===== src/rtl/br_comp.sv =====
// rtl/br_comp.sv - 32-bit branch comparator with registered debug/trace copies of the flags
module br_comp (
    input  logic        i_clk,
    input  logic        i_rst,
    input  logic [31:0] i_rs1_data,
    input  logic [31:0] i_rs2_data,
    input  logic        i_br_un,
    output logic        o_br_less,
    output logic        o_br_equal,
    output logic        o_br_less_q,
    output logic        o_br_equal_q
);

    // {lt, eq} for an unsigned 4-bit magnitude compare, scanned MSB first
    function automatic logic [1:0] slice_cmp(input logic [3:0] a, input logic [3:0] b);
        logic lt;
        logic eq;
        lt = 1'b0;
        eq = 1'b1;
        for (int i = 3; i >= 0; i--) begin
            lt = lt | (eq & ~a[i] & b[i]);
            eq = eq & ~(a[i] ^ b[i]);
        end
        return {lt, eq};
    endfunction

    // Merge two adjacent {lt, eq} pairs; the higher-order pair dominates
    function automatic logic [1:0] merge(input logic [1:0] hi, input logic [1:0] lo);
        return {hi[1] | (hi[0] & lo[1]), hi[0] & lo[0]};
    endfunction

    logic [1:0] lvl0 [8];
    logic [1:0] lvl1 [4];
    logic [1:0] lvl2 [2];
    logic [1:0] lvl3;
    logic       ult;
    logic       sign_diff;

    // Leaf slices: eight 4-bit unsigned compares
    always_comb begin
        for (int s = 0; s < 8; s++) begin
            lvl0[s] = slice_cmp(i_rs1_data[4*s +: 4], i_rs2_data[4*s +: 4]);
        end
    end

    // Reduction tree toward the MSB: 8 -> 4 -> 2 -> 1
    always_comb begin
        for (int n = 0; n < 4; n++) begin
            lvl1[n] = merge(lvl0[2*n+1], lvl0[2*n]);
        end
        for (int n = 0; n < 2; n++) begin
            lvl2[n] = merge(lvl1[2*n+1], lvl1[2*n]);
        end
        lvl3 = merge(lvl2[1], lvl2[0]);
    end

    // Sign correction: with matching sign bits the 32-bit unsigned result equals the
    // compare of bits [30:0]; with differing sign bits the negative operand is lesser
    always_comb begin
        ult        = lvl3[1];
        sign_diff  = i_rs1_data[31] ^ i_rs2_data[31];
        o_br_equal = lvl3[0];
        if (i_br_un || !sign_diff) begin
            o_br_less = ult;
        end else begin
            o_br_less = i_rs1_data[31];
        end
    end

    // Registered copies of the flags for debug and trace
    always_ff @(posedge i_clk or posedge i_rst) begin
        if (i_rst) begin
            o_br_less_q  <= 1'b0;
            o_br_equal_q <= 1'b0;
        end else begin
            o_br_less_q  <= o_br_less;
            o_br_equal_q <= o_br_equal;
        end
    end

endmodule


===== config.mk =====
export PLATFORM = sky130hd
export DESIGN_NAME = br_comp
export DESIGN_NICKNAME = d
export VERILOG_FILES = /design/src/rtl/br_comp.sv
export SDC_FILE = /design/constraint.sdc
export NUM_CORES = 1
export LEC_CHECK = 0
export BUFFER_PORTS_ARGS = -buffer_cell sky130_fd_sc_hd__buf_2
export CAP_MARGIN = 20
export CORE_MARGIN = 3
export CORE_UTILIZATION = 30
export CTS_BUF_LIST = sky130_fd_sc_hd__clkbuf_8
export CTS_CLUSTER_DIAMETER = 80
export DETAILED_ROUTE_END_ITERATION = 12
export GPL_TIMING_DRIVEN = 0
export PLACE_DENSITY = 0.76
export SLEW_MARGIN = 40
export SYNTH_ARGS = -nofsm -noshare
export SYNTH_HDL_FRONTEND = slang
export SYNTH_SLANG_ARGS = --single-unit

===== constraint.sdc =====
create_clock -name i_clk -period 4.1 [get_ports i_clk]
set_clock_uncertainty 0.1 [all_clocks]
set_input_delay 0.82 -clock i_clk [delete_from_list [all_inputs] [get_ports i_clk]]
set_output_delay 0.82 -clock i_clk [all_outputs]
set_load 0.01 [all_outputs]

# Word-level counts from Yosys, hierarchy flattened
# Index checks and enable logic that the tools add are counted.
op_classes:
  mux: 1
  bitwise_logic: 221
  n_reduce_logical: 2
op_table:
  columns: ["operator", "n"]
  rows:
  - ["1-bit AND", 94]
  - ["1-bit NOT", 64]
  - ["1-bit XOR", 32]
  - ["1-bit OR", 31]
  - ["1-bit zero test", 1]
  - ["1-bit logical OR", 1]
  - ["1-bit 2-to-1 mux", 1]
totals:
  ff_bits: 2
  input_bits: 67

# Depth between registers and ports, before layout
logic_depth:
  ltp_word: 14
  mapped_depth: 8
  ltp_nobuf: 8

# Worst setup path before layout
# No wires, ideal clock.
synth_path:
  path_type: "input -> output"
  from: "in i_rs1_data[11]"
  to: "out o_br_less"
  arrival_time_ps: 2227
  required_ps: 3180
  setup_slack_ps: 953
  cell_stages: 7
  cell_sequence: "inv_1 > ha_1 > nand3_1 > or3b_2 > a31o_2 > a41o_1 > o211ai_1"
synth_via:
  elab_chain_cells: 13
  elab_cells_between_ends: 24
  classes_between: "mux: 1; bitwise: 23"
synth_rtl:
  columns: ["item", "line", "rtl"]
  rows:
  - ["start: declaration", "5", "input logic [31:0] i_rs1_data,"]
  - ["1-bit XOR", "22", "eq = eq & ~(a[i] ^ b[i]);"]
  - ["1-bit NOT", "22", null]
  - ["1-bit AND (on tied branches) (2 in series)", "21, 22", null]
  - ["1-bit OR or 1-bit AND (tied branches) (2 in series)", "21", "lt = lt | (eq & ~a[i] & b[i]);"]
  - ["1-bit OR", "21", null]
  - ["1-bit AND", "29", "return {hi[1] | (hi[0] & lo[1]), hi[0] & lo[0]};"]
  - ["1-bit OR", "29", null]
  - ["1-bit OR (*)", "29", null]
  - ["1-bit AND (*)", "29", null]
  - ["1-bit OR (*)", "29", null]
  - ["1-bit 2-to-1 mux (*)", "63", "if (i_br_un || !sign_diff) begin"]
  - ["end: declaration", "8", "output logic o_br_less,"]
# Every way passes the cells marked *; elsewhere a longest branch is shown, timed or not.

# Worst setup path after layout
# Same ends and word-level chain as after synthesis.

==> run summary <==
DP Wirelength - 2.12 mm
Overflow after GRT - 0
CP Capture Type - output pin
CTS sink cnt - 2
Largest net degree at the start of global routing - 5
Number of global-route vias before repair - 1053
Max Clk Rate - 289 MHz
DRT Wirelength - 2.28 mm
Post-route minimum period - 3.46 ns
Setup_tns - 0 ns
Final nets - 262
Pins Over Slew Limit - 0
WP data required - 3.18 ns
Routed wire per std cell - 10.6 um
Sw Share - 31.5%
CP Class - in2out
Hold_ws - 0.351 ns
Antenna violations before repair - 0
Most numerous cell in the Yosys netlist - inv_1
Combinational power share - 53.5%
Core area - 0.00259 mm^2
Maximum VDD drop - 133 uV
Reg area - 50.0 um^2
CTS tree - done
Clk root buf - clkbuf_8
Io pins - 71
Fillers - 256
Post-synthesis cell area - 860 um^2
Number of max-cap violations - 0
PnR worst setup slack - 0.640 ns
Final hold vios - 0
Row Count - 18
Chip Height - 59.5 um
Clock share of power - 36.3%
Synthesized net count - 187
CP max-delay cell - or3b_2
Die W - 59.5 um
Top cell type's share of synthesized area - 20.4%
Syn. warnings - 0
Min-Delay Path Class - in2async
Post-synth EDFFs - 0
Crit path DAT - 2.54 ns
GP Congestion - 0.743
Share of cells above drive strength 1 - 43.8%
Vias per inst - 4.84
CP Depth - 9
Worst path bufs/invs - 3
Async set-reset flop share out of synthesis - 100%
DIE AREA - 0.00354 mm^2
Clock slew at reported path FFs - 0.03 ns
Post-Syn Instances - 112
CTS Buf Count - 3
First-pass GRT wire length - 3.86 mm
Longest Clk Path Bufs - 2
Top cells by area, synth - xnor2_1 20%, ha_1 12%, inv_1 9.2%
Syn Area/Cell - 7.67 um^2
#FFs+latches synth - 2
DRC Markers - 0
Measured slew at the worst slew-check pin - 0.350 ns
Layout area overhead - 49.9%
Port bufs - 70
Distinct cells, synth - 30
Main synth FF type - dfrtp_1
Synth cell count leaders - 21 x inv_1, 20 x xnor2_1, 9 x nor2b_1
Pre-CTS WS - 0.627 ns
Top Family by Delay on Critical Path - compound AO/OA/AOI/OAI gates
Total iterations of the first detailed-routing run - 4
Final setup fails - 0
Pleak - 0.676 nW
RSZ-0062 raised after global routing - false
Htree depth - 1
Largest stage delay, worst path - 0.45 ns
Antenna Cells - 0
Core Util, Final - 49.8%
Post-synth top area cell - xnor2_1
Final Cycle Share - 84.4%
DR vias - 1041
Power density over the cells - 167 mW/mm^2
Worst Setup Start Kind - input port
Seq pwr share - 10.1%
Post-CTS setup buffers - 0
Area taken by multi-input logic gates - 731 um^2
Initial drt markers - 22
Internal - 0.000147 W
Relative slew slack - 76.4%
Critical path peak fanout - 3
Antenna Violating Nets Remaining - 0
Hold-fix buffers, CTS - 0
Initial Util - 33.2%
Total chip power - 0.000215 W
Most Frequent Cell on Critical Path - buf_2
GRT Overall Usage - 13.5%
Status - finished, final reports clean
Number of gates resized after cts - 0
Sequential area share after synthesis - 5.82%
Switch Pwr - 0.0000677 W
CP cell instances - buf_2, inv_1, ha_1, nand3_1, or3b_2, a31o_2, a41o_1, o211ai_1, buf_2
==> cell usage in the layout (no fill, tap or decap), drive strengths merged, types with 3 or more instances in the layout <==
master / n
inv: 21
clkbuf: 3
a21oi: 3
xnor2: 20
buf: 70
nand3: 4
ha: 8
nand4: 4
nor2b: 9
maj3: 10
xor2: 4
==> power by group through the flow <==
stage               Sequential (W)  Clock [W]  Combinational [W]
floorplan                0.0000227          0          0.0000626
global placement         0.0000218          0           0.000113
detailed placement       0.0000220          0           0.000116
CTS                      0.0000218  0.0000810           0.000116
global route             0.0000219  0.0000816           0.000131
finish                   0.0000218  0.0000781           0.000115
==> worst paths after layout <==
path / startpoint / endpoint / slack, ns
max: i_rs1_data[11] / o_br_less / 0.64
min: i_rst / o_br_equal_q$_DFF_PP0_ / 0.35
max in group asynchronous: i_rst / o_br_less_q$_DFF_PP0_ / 3.44
min in group i_clk: i_br_un / o_br_less_q$_DFF_PP0_ / 0.84
==> final cells by class <==
class                           instances  area share [%]
Sequential cell                         2            3.88
Tap cell                               30            2.91
Inverter                               21            6.12
Multi-Input combinational cell         89            56.7
Clock buffer                            3            3.20
Timing Repair Buffer                   70            27.2
==> sequential cells by signal (all words and copies together), names as in the netlist <==
| signal | count |
|---|---|
| o_br_equal_q | 1 |
| o_br_less_q | 1 |
==> layer usage <==
| layer | global-route usage (%) | wire length (um) |
|---|---|---|
| met1 | 15.9 | 883 |
| met2 | 25.0 | 1110 |
| met3 | 1.53 | 267 |
| met4 | 4.75 | 17 |
| met5 | 0 | 0 |
==> cells by family after synthesis <==
family,share of synthesized area [%]
buffers and inverters,9.17
AND/OR/NAND/NOR,24.2
flip-flops,5.82
XOR/XNOR,24.5
adder cells (fa/ha/maj),23.9
AO/OA/AOI/OAI,12.5
==> through the flow <==
stage / std cells / cell area, um^2
6_report: 215 / 1290
4_1_cts: 215 / 1290
5_1_grt: 215 / 1290
2_1_floorplan: 112 / 860
3_3_place_gp: 212 / 1250
3_5_place_dp: 212 / 1250
No activity file was read; power rests on OpenSTA's default activity.
